File: config.mk
export PLATFORM = sky130hd
export DESIGN_NAME = axil2hpi_slv_adp
export DESIGN_NICKNAME = d
export VERILOG_FILES = /design/src/rtl/axil2hpi_slv_adp_pkg.sv /design/src/rtl/axil2hpi_slv_adp.sv
export SDC_FILE = /design/constraint.sdc
export NUM_CORES = 1
export LEC_CHECK = 0
export ABC_AREA = 1
export CAP_MARGIN = 40
export CORE_UTILIZATION = 35
export DETAILED_ROUTE_END_ITERATION = 10
export PLACE_DENSITY = 0.68
export SLEW_MARGIN = 20
export SYNTH_ARGS = -nofsm -noshare
export SYNTH_HDL_FRONTEND = slang
export SYNTH_SLANG_ARGS = --single-unit
File: constraint.sdc
create_clock -name aclk -period 9.9 [get_ports aclk]
set_clock_uncertainty 0.2 [all_clocks]
set_input_delay 1.98 -clock aclk [delete_from_list [all_inputs] [get_ports aclk]]
set_output_delay 1.98 -clock aclk [all_outputs]
set_load 0.03 [all_outputs]
File: src/rtl/axil2hpi_slv_adp_pkg.sv
// Shared constants and helpers for the AXI4-lite to HPI slave adapter.
package axil2hpi_slv_adp_pkg;

   localparam logic [1:0]  AXI_RESP_OKAY    = 2'b00;
   localparam logic [1:0]  AXI_RESP_SLVERR  = 2'b10;
   localparam logic [31:0] RD_TMOUT_PATTERN = 32'hDEADBEEF;

   localparam int unsigned TMOUT_CNT_W = 16;

   typedef logic [TMOUT_CNT_W-1:0] tmout_cnt_t;

   // Increment that sticks at all-ones instead of wrapping.
   function automatic tmout_cnt_t sat_inc(input tmout_cnt_t v);
      return (v == '1) ? v : v + tmout_cnt_t'(1);
   endfunction

endpackage

File: src/rtl/axil2hpi_slv_adp.sv
// AXI4-lite slave that turns single transactions into one-cycle local
// read/write strobes, with a configurable read-data timeout.
module axil2hpi_slv_adp
   import axil2hpi_slv_adp_pkg::*;
#(
   parameter int unsigned ADDR_WIDTH    = 32,
   parameter int unsigned DATA_WIDTH    = 32,
   parameter int unsigned DATA_BYTE_NUM = DATA_WIDTH / 8
) (
   input  logic                     aclk,
   input  logic                     areset,
   input  logic                     awvalid,
   output logic                     awready,
   input  logic [ADDR_WIDTH-1:0]    awaddr,
   input  logic                     wvalid,
   output logic                     wready,
   input  logic [DATA_WIDTH-1:0]    wdata,
   input  logic [DATA_BYTE_NUM-1:0] wstrb,
   output logic                     bvalid,
   input  logic                     bready,
   output logic [1:0]               bresp,
   input  logic                     arvalid,
   output logic                     arready,
   input  logic [ADDR_WIDTH-1:0]    araddr,
   output logic                     rvalid,
   input  logic                     rready,
   output logic [DATA_WIDTH-1:0]    rdata,
   output logic [1:0]               rresp,
   output logic                     cpu_wr,
   output logic [ADDR_WIDTH-1:0]    cpu_wr_addr,
   output logic [DATA_BYTE_NUM-1:0] cpu_wr_strb,
   output logic [DATA_WIDTH-1:0]    cpu_data_out,
   output logic                     cpu_rd,
   output logic [ADDR_WIDTH-1:0]    cpu_rd_addr,
   input  logic                     cpu_data_in_vld,
   input  logic [DATA_WIDTH-1:0]    cpu_data_in,
   input  logic [15:0]              rd_tmout_cfg,
   output logic                     rd_tmout_err
);

   typedef enum logic [2:0] {
      S_IDLE,
      S_WR_WAIT_W,
      S_WR_WAIT_AW,
      S_WR_RESP,
      S_RD_WAIT,
      S_RD_RESP
   } state_t;

   state_t                   state, state_nxt;
   logic [1:0]               rdy_dly;
   logic                     ready_en;
   tmout_cnt_t               rd_cnt, rd_cnt_nxt;
   logic                     aw_hs, w_hs, ar_hs;
   logic                     rd_data_hit, rd_tmout_hit;

   logic                     bvalid_nxt, rvalid_nxt, cpu_wr_nxt, cpu_rd_nxt;
   logic [DATA_WIDTH-1:0]    rdata_nxt, cpu_data_out_nxt;
   logic [1:0]               rresp_nxt;
   logic [ADDR_WIDTH-1:0]    cpu_wr_addr_nxt, cpu_rd_addr_nxt;
   logic [DATA_BYTE_NUM-1:0] cpu_wr_strb_nxt;

   // Ready signals stay low for a full cycle after reset release.
   assign ready_en = rdy_dly[1];
   assign awready  = ready_en && (state == S_IDLE || state == S_WR_WAIT_AW);
   assign wready   = ready_en && (state == S_IDLE || state == S_WR_WAIT_W);
   assign arready  = ready_en && (state == S_IDLE) && !awvalid && !wvalid;

   assign aw_hs = awvalid && awready;
   assign w_hs  = wvalid && wready;
   assign ar_hs = arvalid && arready;

   // Local data wins over a timeout landing in the same cycle.
   assign rd_data_hit  = (state == S_RD_WAIT) && cpu_data_in_vld;
   assign rd_tmout_hit = (state == S_RD_WAIT) && !cpu_data_in_vld &&
                         (rd_tmout_cfg != '0) && (rd_cnt == rd_tmout_cfg);
   assign rd_tmout_err = rd_tmout_hit;

   assign bresp = AXI_RESP_OKAY;

   // Next-state and next-output decode.
   always_comb begin
      state_nxt        = state;
      rd_cnt_nxt       = rd_cnt;
      bvalid_nxt       = bvalid;
      rvalid_nxt       = rvalid;
      rdata_nxt        = rdata;
      rresp_nxt        = rresp;
      cpu_wr_nxt       = 1'b0;
      cpu_rd_nxt       = 1'b0;
      cpu_wr_addr_nxt  = cpu_wr_addr;
      cpu_wr_strb_nxt  = cpu_wr_strb;
      cpu_data_out_nxt = cpu_data_out;
      cpu_rd_addr_nxt  = cpu_rd_addr;

      case (state)
         S_IDLE: begin
            if (aw_hs) cpu_wr_addr_nxt = awaddr;
            if (w_hs) begin
               cpu_data_out_nxt = wdata;
               cpu_wr_strb_nxt  = wstrb;
            end
            if (aw_hs && w_hs) begin
               state_nxt  = S_WR_RESP;
               cpu_wr_nxt = 1'b1;
               bvalid_nxt = 1'b1;
            end else if (aw_hs) begin
               state_nxt = S_WR_WAIT_W;
            end else if (w_hs) begin
               state_nxt = S_WR_WAIT_AW;
            end else if (ar_hs) begin
               state_nxt       = S_RD_WAIT;
               cpu_rd_nxt      = 1'b1;
               cpu_rd_addr_nxt = araddr;
               rd_cnt_nxt      = '0;
            end
         end
         S_WR_WAIT_W: begin
            if (w_hs) begin
               cpu_data_out_nxt = wdata;
               cpu_wr_strb_nxt  = wstrb;
               state_nxt        = S_WR_RESP;
               cpu_wr_nxt       = 1'b1;
               bvalid_nxt       = 1'b1;
            end
         end
         S_WR_WAIT_AW: begin
            if (aw_hs) begin
               cpu_wr_addr_nxt = awaddr;
               state_nxt       = S_WR_RESP;
               cpu_wr_nxt      = 1'b1;
               bvalid_nxt      = 1'b1;
            end
         end
         S_WR_RESP: begin
            if (bready) begin
               bvalid_nxt = 1'b0;
               state_nxt  = S_IDLE;
            end
         end
         S_RD_WAIT: begin
            rd_cnt_nxt = sat_inc(rd_cnt);
            if (rd_data_hit) begin
               rdata_nxt  = cpu_data_in;
               rresp_nxt  = AXI_RESP_OKAY;
               rvalid_nxt = 1'b1;
               state_nxt  = S_RD_RESP;
            end else if (rd_tmout_hit) begin
               rdata_nxt  = DATA_WIDTH'(RD_TMOUT_PATTERN);
               rresp_nxt  = AXI_RESP_SLVERR;
               rvalid_nxt = 1'b1;
               state_nxt  = S_RD_RESP;
            end
         end
         S_RD_RESP: begin
            if (rready) begin
               rvalid_nxt = 1'b0;
               state_nxt  = S_IDLE;
            end
         end
         default: state_nxt = S_IDLE;
      endcase
   end

   // State and registered outputs; reset aborts any transaction in flight.
   always_ff @(posedge aclk or posedge areset) begin
      if (areset) begin
         state        <= S_IDLE;
         rdy_dly      <= '0;
         rd_cnt       <= '0;
         bvalid       <= 1'b0;
         rvalid       <= 1'b0;
         rdata        <= '0;
         rresp        <= '0;
         cpu_wr       <= 1'b0;
         cpu_rd       <= 1'b0;
         cpu_wr_addr  <= '0;
         cpu_wr_strb  <= '0;
         cpu_data_out <= '0;
         cpu_rd_addr  <= '0;
      end else begin
         state        <= state_nxt;
         rdy_dly      <= {rdy_dly[0], 1'b1};
         rd_cnt       <= rd_cnt_nxt;
         bvalid       <= bvalid_nxt;
         rvalid       <= rvalid_nxt;
         rdata        <= rdata_nxt;
         rresp        <= rresp_nxt;
         cpu_wr       <= cpu_wr_nxt;
         cpu_rd       <= cpu_rd_nxt;
         cpu_wr_addr  <= cpu_wr_addr_nxt;
         cpu_wr_strb  <= cpu_wr_strb_nxt;
         cpu_data_out <= cpu_data_out_nxt;
         cpu_rd_addr  <= cpu_rd_addr_nxt;
      end
   end

endmodule

# Word level (Yosys, flattened, before mapping)
# Index checks and enable logic that the tools add are counted.
[word_totals] ram_bits=0 rom_bits=0 reg_bits=159 mem_count=0 in_bits=156 out_inout_bits=144 elab_cells=109 latch_bits=0
[op_classes] reduce_logical=34 n_addsub=1 n_eq_ne=19 order_cmp=0 shift=0 bitwise=3 n_div=0 multipliers=0 muxes=39
[op_table] operator="$mux W16" count=5
[op_table] operator="$mux W32" count=2
[op_table] operator="$pmux W16 S2" count=1
[op_table] operator="$mux W3" count=10
[op_table] operator="$ne A2 B2 Y1 const B" count=9
[op_table] operator="$pmux W3 S6" count=1
[op_table] operator="$add A16 B1 Y16 const B" count=1
[op_table] operator="$eq A16 B16 Y1" count=1
[op_table] operator="$eq A16 B16 Y1 const B" count=1
[op_table] operator="$reduce_bool A16 Y1" count=1
[op_table] operator="$mux W1" count=15
[op_table] operator="$logic_and A1 B1 Y1" count=13
[op_table] operator="$reduce_and A6 Y1" count=2
[op_table] operator="$reduce_and A5 Y1" count=2
[op_table] operator="$eq A3 B2 Y1 const B" count=2
[op_table] operator="$eq A3 B3 Y1 const B" count=2
[op_table] operator="$reduce_and A2 Y1" count=3
[op_table] operator="$reduce_bool A2 Y1" count=3
[op_table] operator="$ne A5 B4 Y1 const B" count=1
[op_table] operator="$mux W2" count=2
[op_table] operator="$pmux W1 S4" count=1
[op_table] operator="$reduce_bool A4 Y1" count=1
[op_table] operator="$reduce_or A2 Y1" count=2
[op_table] operator="$eq A3 B1 Y1 const B" count=1
[op_table] operator="other kinds (9)" count=14

# Longest topological paths before layout
# Gate-level depths: netlist of run 1.
[logic_depth] depth_word=10 mapped_depth=13 mapped_depth_nobuf=12

# Worst setup path before layout of run 1
# OpenSTA, ideal clock, no wires.
[synth_timing] path_kind="input-to-output" startpoint="input port rd_tmout_cfg[10]" endpoint="output port rd_tmout_err" path_buffers=0 path_slack_ns=5.010 stages=8 required_time_ns=7.720 arrival_ns=2.710 cell_sequence="inv_1 -> nand2_1 -> nand2_1 -> nor2_1 -> nand2_1 -> nor2_1 -> nand3_4 -> inv_1"
[synth_via] elab_chain_len=3 word_cells_on_any_way=4 classes_between="eq/ne (1); reduce/logical (3)"
[synth_rtl] element="start: declaration" line_no="axil2hpi_slv_adp.sv:37" rtl="input logic [15:0] rd_tmout_cfg,"
[synth_rtl] element="$reduce_bool A16 Y1" line_no="axil2hpi_slv_adp.sv:76" rtl="(rd_tmout_cfg != '0) && (rd_cnt == rd_tmout_cfg);"
[synth_rtl] element="$logic_and A1 B1 Y1" line_no="axil2hpi_slv_adp.sv:75" rtl="assign rd_tmout_hit = (state == S_RD_WAIT) && !cpu_data_in_vld &&"
[synth_rtl] element="$logic_and A1 B1 Y1 (*)" line_no="axil2hpi_slv_adp.sv:76"
[synth_rtl] element="end: declaration" line_no="axil2hpi_slv_adp.sv:38" rtl="output logic rd_tmout_err"
# Mark *: on every way between the ends. The rest lies on a longest branch, timed or not.

# Final worst setup path of run 1
# Same ends and word-level chain as after synthesis.

==> reports/metrics.csv, run 1 <==
stage,metric,value,unit
outcome,run_status,completed,
critical_path,worst_ep_required_time,7.72,ns
final_layout,final_nets,1314,
timing,rsz0062_at_grt,false,
drt,routedWlPerCell,14.13,um
clocking,cts.sinks,158,
pwr,irDropWorstVdd,0.1932,mV
grt,grt.overflow.total,0,
pwr,p_per_area,316.9,nW/um2
logic_synthesis,synth_cells,862,
critical_path,reg2reg_from,state[1]$_DFFE_PP0P_,
drt,drcViolationCount,0,
min_path,hp-start,rdy_dly[0]$_DFF_PP0_,
grt,antenna_found_initial,0,
floorplan,num_io_pins,300,
logic_synthesis,synth-edff-count,0,
floorplan,die_w,143.0,um
critical_path,cp-start-kind,primary input,
clocking,clk_pin_slew,0.06,ns
drt,routed_wl,20280,um
timing,hold_viol,0,
clocking,cts.htree.levels,4,
logic_synthesis,seq_area_frac_synth,56.83,%
min_path,hp-class,reg2reg,
clocking,hold_buffers,0,
final_layout,post-route-cell-area,10760,um2
placed_design,portBuffers,296,
logic_synthesis,ys_seq_elements,158,
placed_design,dp_cells,1402,
clocking,root_buffer,clkbuf_16,
job,cap_violations,0,
timing,fin_crit,6.038,ns
pwr,leakage,5.133,nW
final_layout,syn_to_final_growth,54.62,%
timing,relSlewSlack,50.26,%
logic_synthesis,synth_top_area_cell,dfrtp_1,
final_layout,antennaDiodeCount,0,
clocking,clk_path_buf_depth,2,
drt,drtPass1Iterations,4,
grt,grt_pass1_vias,6423,
min_path,min_to,rdy_dly[1]$_DFF_PP0_,
grt,grt_start_max_net_pins,85,
timing,timing.final.ws_setup,3.862,ns
clocking,insertion_delay,0.41,ns
clocking,cts_setup_buffers,0,
critical_path,cp-end-kind,primary output,
pwr,sw_frac_of_total,43.23,%
logic_synthesis,synthTopCellsByArea,"dfrtp_1, nand2_1, nor2_2, nor2_1, inv_1",
drt,vias,6507,
final_layout,instances_no_fill,1435,
logic_synthesis,yosysWarnings,0,
timing,period_share,60.99,%
pwr,p_int,0.001935,W
clocking,cts_inserted_buffers,17,
logic_synthesis,synth-async-reset-ratio,100.0,%
critical_path,r2r_slack,7.11,ns
critical_path,crit_path_max_fanout,3,
pwr,total_power,0.003409,W
placed_design,place_ws,3.863,ns
floorplan,rows,51,
logic_synthesis,syn_area_per_cell,8.070,um2
final_layout,drive_gt1_share,8.547,%
grt,grt_pass1_wl,32280,um
grt,grt_usage,20.49,%
timing,tightest_slew,0.7435,ns
floorplan,initial_core_util,35.74,%
timing,report.final.slew_viol_count,0,
logic_synthesis,ys.flop_type,dfrtp_1,
timing,setup_tns,0,ns
drt,antenna_left,0,
floorplan,die_h,143.0,um
timing,setup_viol,0,
pwr,combPwrFrac,49.9,%
logic_synthesis,syn_area,6957,um2
logic_synthesis,synth_cell_type_count,33,
pwr,p_sw,0.001474,W
floorplan,core_area,19460,um2
critical_path,timing.rr.end,rdata[24]$_DFFE_PP0P_,
drt,first_iter_violations,273,
placed_design,dpl_cell_area,10180,um2
drt,vias_per_cell,4.534,
clocking,cts_resized,0,
floorplan,dieArea,20440,um2
logic_synthesis,yosysMostFrequentCell,nand2_1,
logic_synthesis,synth_common_cells,"nand2_1, dfrtp_1, nor2_1",
min_path,hold_depth,0,
logic_synthesis,synth_top_area_share,56.83,%
pwr,pwr-share-clk,18.0,%
pwr,power_frac_seq,32.0,%
critical_path,path_class,in2out,
timing,fmax,0.1656,GHz
critical_path,cp.arrival,3.86,ns
clocking,cts_tree,yes,
critical_path,worst-r2r-cell-count,10,
placed_design,hpwl,14530,um
placed_design,gp_congestion,0.8789,
==> stage by stage <==
stage / util, % / hold WS, ns
2_1_floorplan: - / 0.1312
3_3_place_gp: 52.00 / 0.1320
3_5_place_dp: 52.32 / 0.1373
4_1_cts: 55.13 / 0.1546
5_1_grt: 55.27 / 0.1616
6_report: 55.27 / 0.1527
==> cell usage in the layout, fill, tap and decap left out, types with 4 or more instances in the layout <==
| cell type | Yosys | routed |
|---|---|---|
| clkbuf_16 | 0 | 17 |
| clkdlybuf4s50_1 | 0 | 296 |
| clkinvlp_4 | 0 | 4 |
| conb_1 | 2 | 4 |
| dfrtp_1 | 158 | 158 |
| inv_1 | 47 | 46 |
| inv_2 | 8 | 8 |
| inv_6 | 0 | 7 |
| nand2_1 | 420 | 420 |
| nand3_1 | 22 | 22 |
| nand4_1 | 5 | 5 |
| nor2_1 | 73 | 73 |
| nor2_2 | 44 | 44 |
| nor3_1 | 11 | 11 |
| o21ai_0 | 13 | 13 |
| o21ai_1 | 6 | 6 |
| xor2_1 | 4 | 4 |
==> power groups by stage <==
stage | Combinational, W | Sequential, W | Clock [W]
finish | 0.00170 | 0.00109 | 0.000615
global route | 0.00183 | 0.00113 | 0.000656
CTS | 0.00172 | 0.00109 | 0.000632
detailed placement | 0.00172 | 0.00109 | 0
global placement | 0.00170 | 0.00109 | 0
floorplan | 0.000458 | 0.00161 | 0
==> sequential cells by signal (all words and copies together), names as in the netlist <==
name,count
cpu_wr_strb,4
cpu_wr,1
rresp,1
rvalid,1
cpu_rd,1
rd_cnt,16
bvalid,1
rdata,32
cpu_wr_addr,32
rdy_dly,2
cpu_data_out,32
state,3
cpu_rd_addr,32
==> area by class of cell <==
cell class	count	area [um2]
well taps	265	331.6
repair buffers	303	3075
fillers	1785	8706
multi-input cells	621	2631
clock buffers	19	442.9
flip-flops and latches	158	3954
inverters	56	217.7
clock inverters	13	103.9
==> cells by family (layout without fill, tap and decap cells) <==
group,Yosys count,in the layout,share of synthesized area (%)
simple gates,584,584,34.69
flops,158,158,56.83
buf+inv,85,391,5.450
compound gates,28,28,2.230
xor+xnor,4,4,0.5035
other cells,2,4,0.1080
fa+ha+maj,1,1,0.1798
==> critical path: stages <==
cell and delay, ns:
clkdlybuf4s50_1 0.53, inv_1 0.05, nand2_1 0.05, nand2_1 0.05, nor2_1 0.10, nand2_1 0.06
nor2_1 0.18, nand3_4 0.12, inv_1 0.07, clkdlybuf4s50_1 0.66
==> worst max-delay path by stage <==
stage / slack (ns) / startpoint / cells after the start / end
5_1_grt: 3.71 / rd_tmout_cfg[11] / 10 / rd_tmout_err
6_report: 3.86 / rd_tmout_cfg[10] / 10 / rd_tmout_err
2_1_floorplan: 3.46 / areset / 1 / bvalid$_DFFE_PP0P_
3_5_place_dp: 3.86 / rd_tmout_cfg[11] / 10 / rd_tmout_err
3_3_place_gp: 3.86 / rd_tmout_cfg[10] / 10 / rd_tmout_err
4_1_cts: 3.85 / rd_tmout_cfg[11] / 10 / rd_tmout_err
==> per-layer routing <==
metal | GRT usage [%] | wire length (um)
met2 | 33.97 | 9590
met1 | 24.23 | 8499
met5 | 0 | 0
met3 | 7.713 | 1785
met4 | 7.187 | 408
Power figures use the tool's default switching activity.
==> inputs of run 2 (changes only) <==
Clock period 9.9 ns to 5.95 ns, I/O delays scaled along.
==> reports/metrics.csv, run 2 (same netlist as run 1, synthesis figures left out) <==
stage,metric,value,unit,change
drt,routedWlPerCell,13.99,um,-1.0%
critical_path,path_class,in2out,,
final_layout,most-common-layout-cells,"nand2_1, clkdlybuf4s50_1, dfrtp_1",,
placed_design,portBuffers,296,,unchanged
critical_path,worst_ep_required_time,4.56,ns,-3.16 ns
timing,hold_viol,0,,unchanged
grt,antenna_found_initial,0,,unchanged
final_layout,fill_cells,1796,,+0.62%
placed_design,dp_cells,1401,,-0.071%
drt,met1Wirelength,8576,um,+0.91%
drt,wl_met3,1705,um,-4.5%
drt,first_iter_violations,302,,+11%
placed_design,hpwl,14220,um,-2.1%
pwr,leakage,5.145,nW,+0.24%
drt,antenna_left,0,,unchanged
timing,tightest_slew,0.7624,ns,+0.01897 ns
grt,grt_usage,19.96,%,-0.54 points
final_layout,drive_gt1_share,8.398,%,-0.15 points
timing,timing.final.ws_setup,1.498,ns,-2.364 ns
critical_path,worst-r2r-cell-count,10,,unchanged
timing,report.final.slew_viol_count,0,,unchanged
floorplan,die_h,143.0,um,unchanged
drt,met2_length,9520,um,-0.73%
clocking,insertion_delay,0.41,ns,about the same
placed_design,gp_congestion,0.8745,,-0.50%
clocking,cts_setup_buffers,0,,unchanged
outcome,run_status,completed,,
clocking,cts.htree.levels,4,,unchanged
floorplan,die_w,143.0,um,unchanged
floorplan,rows,51,,unchanged
timing,fmax,0.2246,GHz,
grt,grt_pass1_wl,31560,um,-2.2%
min_path,min_to,rdy_dly[1]$_DFF_PP0_,,
floorplan,dieArea,20440,um2,unchanged
grt,grt_pass1_vias,6148,,-4.3%
timing,setup_viol,0,,unchanged
final_layout,syn_to_final_growth,55.09,%,
final_layout,mostFrequentLayoutCell,nand2_1,,
timing,period_share,74.83,%,
critical_path,timing.rr.end,rdata[8]$_DFFE_PP0P_,,
critical_path,r2r_slack,3.20,ns,-3.91 ns
drt,vias,6362,,-2.2%
min_path,hp-class,reg2reg,,
pwr,p_per_area,533.6,nW/um2,+68%
critical_path,cp.arrival,3.06,ns,-0.80 ns
clocking,clk_path_buf_depth,2,,unchanged
floorplan,initial_core_util,35.74,%,unchanged
final_layout,antennaDiodeCount,0,,unchanged
critical_path,reg2reg_from,state[0]$_DFFE_PP0P_,,
final_layout,finalCoreUtilization,55.44,%,+0.17 points
drt,drcViolationCount,0,,unchanged
pwr,irDropWorstVdd,0.3197,mV,+65%
clocking,cts.sinks,158,,unchanged
timing,relSlewSlack,48.99,%,-1.3 points
min_path,hold_depth,0,,unchanged
floorplan,core_area,19460,um2,unchanged
grt,grt_start_max_net_pins,81,,-4.7%
clocking,hold_buffers,0,,unchanged
final_layout,instances_no_fill,1432,,-0.21%
timing,setup_tns,0,ns,unchanged
timing,hold_slack,0.1544,ns,+0.001774 ns
drt,top_layer,met4,,
clocking,cts_resized,0,,unchanged
drt,vias_per_cell,4.443,,-2.0%
clocking,cts_inserted_buffers,17,,unchanged
timing,rsz0062_at_grt,false,,
clocking,clk_pin_slew,0.06,ns,about the same
job,cap_violations,0,,unchanged
min_path,hp-start,rdy_dly[0]$_DFF_PP0_,,
final_layout,final_nets,1313,,-0.076%
clocking,root_buffer,clkbuf_16,,
critical_path,startpoint,rd_tmout_cfg[0],,
critical_path,cp-start-kind,primary input,,
clocking,cts_tree,yes,,
timing,fin_crit,4.452,ns,
drt,drtPass1Iterations,4,,unchanged
critical_path,crit_path_max_fanout,3,,unchanged
drt,routed_wl,20040,um,-1.2%
placed_design,place_ws,1.499,ns,-2.363 ns
floorplan,num_io_pins,300,,unchanged
grt,grt.overflow.total,0,,unchanged
critical_path,cp-end-kind,primary output,,
run 2: changes by cell type in the layout (fill, tap and decap cells not counted):
cell | before | now
buf_4 | 3 | 2
clkinv_2 | 2 | 1
clkbuf_1 | 1 | 0
buf_16 | 2 | 1
clkinv_4 | 0 | 1
bufinv_16 | 0 | 3
buf_8 | 1 | 2
inv_8 | 1 | 0
inv_6 | 7 | 4
run 2: metal layers:
layer / up-vias / track usage [%]
li1: 3200 / -
met1: 2936 / 24.43
met2: 206 / 32.97
met3: 20 / 6.841
met4: 0 / 6.225
met5: - / 0
run 2: area by class of cell:
cell class / instances / area, um2 / area share, %
well taps: 265 / 331.6 / 3.073
clock inverters: 12 / 160.2 / 1.484
repair buffers: 302 / 3055 / 28.32
inverters: 56 / 217.7 / 2.018
clock buffers: 18 / 439.2 / 4.071
flip-flops and latches: 158 / 3954 / 36.65
multi-input cells: 621 / 2631 / 24.39
run 2: where the power goes:
| part | switching, W | internal (W) | total, W |
|---|---|---|---|
| logic | 0.00170 | 0.00112 | 0.00282 |
| registers | 0.000276 | 0.00154 | 0.00181 |
| clock network | 0.000450 | 0.000671 | 0.00112 |
| total | 0.00242 | 0.00333 | 0.00576 |
run 2: critical path, cell delays in order:
cell             delay (ns)
clkdlybuf4s50_1        0.52
inv_1                  0.05
nand2_1                0.05
nand2_1                0.04
nor2_1                 0.13
nand2_1                0.07
nor2_1                 0.17
nand3_4                0.12
inv_1                  0.06
clkdlybuf4s50_1        0.65
run 2: how the worst max path moves through the flow:
stage          cells past startpoint  slack [ns]                  to
2_1_floorplan                      1        0.30  bvalid$_DFFE_PP0P_
3_3_place_gp                      10        1.49        rd_tmout_err
3_5_place_dp                      10        1.50        rd_tmout_err
4_1_cts                           10        1.49        rd_tmout_err
5_1_grt                           10        1.38        rd_tmout_err
6_report                          10        1.50        rd_tmout_err
run 2: stage by stage:
step / area [um2] / total power, W
after detailed placement: 10160 / 0.004661
final: 10790 / 0.005757
after floorplan: 6964 / 0.003442
after CTS: 10760 / 0.005821
after global routing: 10790 / 0.006102
after global placement: 10130 / 0.004639
==> inputs of run 3 (changes only) <==
Settings changed: PLACE_DENSITY 0.68 to 0.71.
Clock period 5.95 ns to 3.7 ns, I/O delays scaled along.
==> reports/metrics.csv, run 3 (same netlist as run 1, synthesis figures left out) <==
stage,metric,value,unit,change
pwr,combPwrFrac,49.3,%,+0.3 points
pwr,irDropWorstVdd,0.5016,mV,+57%
critical_path,crit_end,rd_tmout_err,,
critical_path,timing.rr.end,rdata[6]$_DFFE_PP0P_,,
placed_design,gp_congestion,0.8808,,+0.72%
floorplan,dieArea,20440,um2,unchanged
grt,grt_pass1_vias,6098,,-0.81%
clocking,clk_pin_slew,0.06,ns,about the same
drt,vias_per_cell,4.431,,-0.26%
clocking,cts_tree,yes,,
clocking,root_buffer,clkbuf_16,,
final_layout,syn_to_final_growth,55.47,%,
drt,antenna_left,0,,unchanged
clocking,cts_resized,0,,unchanged
drt,drcViolationCount,0,,unchanged
clocking,cts.sinks,158,,unchanged
pwr,leakage,5.172,nW,+0.53%
final_layout,most-common-layout-cells,"nand2_1, clkdlybuf4s50_1, dfrtp_1",,
placed_design,dpl_cell_area,10220,um2,+0.60%
pwr,p_sw,0.003964,W,+64%
grt,grt_usage,19.89,%,-0.067 points
timing,relSlewSlack,52.82,%,+3.8 points
timing,tightest_slew,0.7063,ns,-0.05618 ns
floorplan,die_h,143.0,um,unchanged
min_path,hold_depth,0,,unchanged
floorplan,rows,51,,unchanged
placed_design,hpwl,14310,um,+0.62%
pwr,p_per_area,853.4,nW/um2,+60%
timing,hold_slack,0.1447,ns,-0.009757 ns
critical_path,path_class,in2out,,
min_path,hp-class,reg2reg,,
drt,vias,6390,,+0.44%
floorplan,initial_core_util,35.74,%,unchanged
pwr,pwr-share-clk,19.0,%,-0.5 points
timing,fmax,0.2817,GHz,
job,cap_violations,0,,unchanged
grt,antenna_found_initial,2,,+2
pwr,sw_frac_of_total,42.95,%,+0.84 points
drt,first_iter_violations,279,,-7.6%
critical_path,reg2reg_from,state[0]$_DFFE_PP0P_,,
critical_path,worst_ep_required_time,2.76,ns,-1.80 ns
outcome,run_status,completed,,
floorplan,die_w,143.0,um,unchanged
drt,routed_wl,19870,um,-0.82%
floorplan,core_area,19460,um2,unchanged
clocking,cts_inserted_buffers,17,,unchanged
pwr,p_int,0.005266,W,+58%
floorplan,num_io_pins,300,,unchanged
drt,drtPass1Iterations,5,,+1
pwr,total_power,0.009230,W,+60%
critical_path,cp.arrival,2.61,ns,-0.45 ns
critical_path,cp-end-kind,primary output,,
critical_path,r2r_slack,1.07,ns,-2.13 ns
grt,grt_pass1_wl,31420,um,-0.44%
clocking,cts_setup_buffers,0,,unchanged
timing,rsz0062_at_grt,false,,
timing,report.final.slew_viol_count,0,,unchanged
clocking,clk_path_buf_depth,2,,unchanged
critical_path,startpoint,rd_tmout_cfg[3],,
critical_path,worst-r2r-cell-count,11,,+1
critical_path,cp-start-kind,primary input,,
placed_design,portBuffers,296,,unchanged
critical_path,crit_path_max_fanout,3,,unchanged
grt,grt_start_max_net_pins,49,,-40%
final_layout,final_nets,1319,,+0.46%
pwr,power_frac_seq,31.7,%,+0.2 points
final_layout,mostFrequentLayoutCell,nand2_1,,
clocking,insertion_delay,0.42,ns,about the same
timing,fin_crit,3.550,ns,
clocking,hold_buffers,0,,unchanged
final_layout,post-route-cell-area,10820,um2,+0.24%
drt,routedWlPerCell,13.78,um,-1.5%
final_layout,drive_gt1_share,9.021,%,+0.62 points
timing,hold_viol,0,,unchanged
grt,grt.overflow.total,0,,unchanged
clocking,cts.htree.levels,4,,unchanged
timing,setup_tns,0,ns,unchanged
timing,period_share,95.95,%,
timing,setup_viol,0,,unchanged
[run 3: critical path, stage by stage]
cell	delay, ns
clkdlybuf4s50_1	0.52
inv_1	0.06
nand2_1	0.05
nand2_1	0.05
nor2_1	0.10
nand2_1	0.08
nor2_1	0.17
nand3_4	0.12
inv_1	0.06
clkdlybuf4s50_1	0.66
[run 3: layout make-up]
class / instances / area, um2
antenna: 2 / 5.005
clock buffer: 18 / 439.2
clock inverter: 14 / 147.6
fill: 1758 / 8647
inverter: 56 / 216.5
multi-input combinational: 621 / 2631
sequential: 158 / 3954
tap: 265 / 331.6
timing repair buffer: 308 / 3090
[run 3: worst min path at each step]
stage / startpoint / to / slack (ns)
after floorplan: rdy_dly[0]$_DFF_PP0_ / rdy_dly[1]$_DFF_PP0_ / 0.13
after global placement: rdy_dly[0]$_DFF_PP0_ / rdy_dly[1]$_DFF_PP0_ / 0.13
after detailed placement: rdy_dly[0]$_DFF_PP0_ / rdy_dly[1]$_DFF_PP0_ / 0.14
after CTS: rdy_dly[0]$_DFF_PP0_ / rdy_dly[1]$_DFF_PP0_ / 0.15
after global routing: rdy_dly[0]$_DFF_PP0_ / rdy_dly[1]$_DFF_PP0_ / 0.16
final: rdy_dly[0]$_DFF_PP0_ / rdy_dly[1]$_DFF_PP0_ / 0.14
[run 3: power groups by stage]
stage	logic [W]	registers [W]	clock network, W
floorplan	0.00123	0.00431	0
global placement	0.00455	0.00292	0
detailed placement	0.00459	0.00293	0
CTS	0.00461	0.00293	0.00180
global route	0.00488	0.00301	0.00188
finish	0.00455	0.00292	0.00175
[run 3: per-layer routing]
| metal | share of wire, % | vias to the layer above | global-route usage, % |
|---|---|---|---|
| li1 | - | 3220 | - |
| met1 | 43 | 2932 | 24.76 |
| met2 | 47 | 225 | 32.30 |
| met3 | 9.1 | 13 | 7.109 |
| met4 | 1.1 | 0 | 5.829 |
| met5 | 0 | - | 0 |
[run 3: through the flow]
stage,utilization [%],cells,worst slack (ns)
floorplan,-,864,0.7591
global placement,52.53,1408,0.1354
detailed placement,52.53,1408,0.1459
CTS,55.54,1440,0.1404
global route,55.54,1440,0.01312
finish,55.57,1442,0.1497
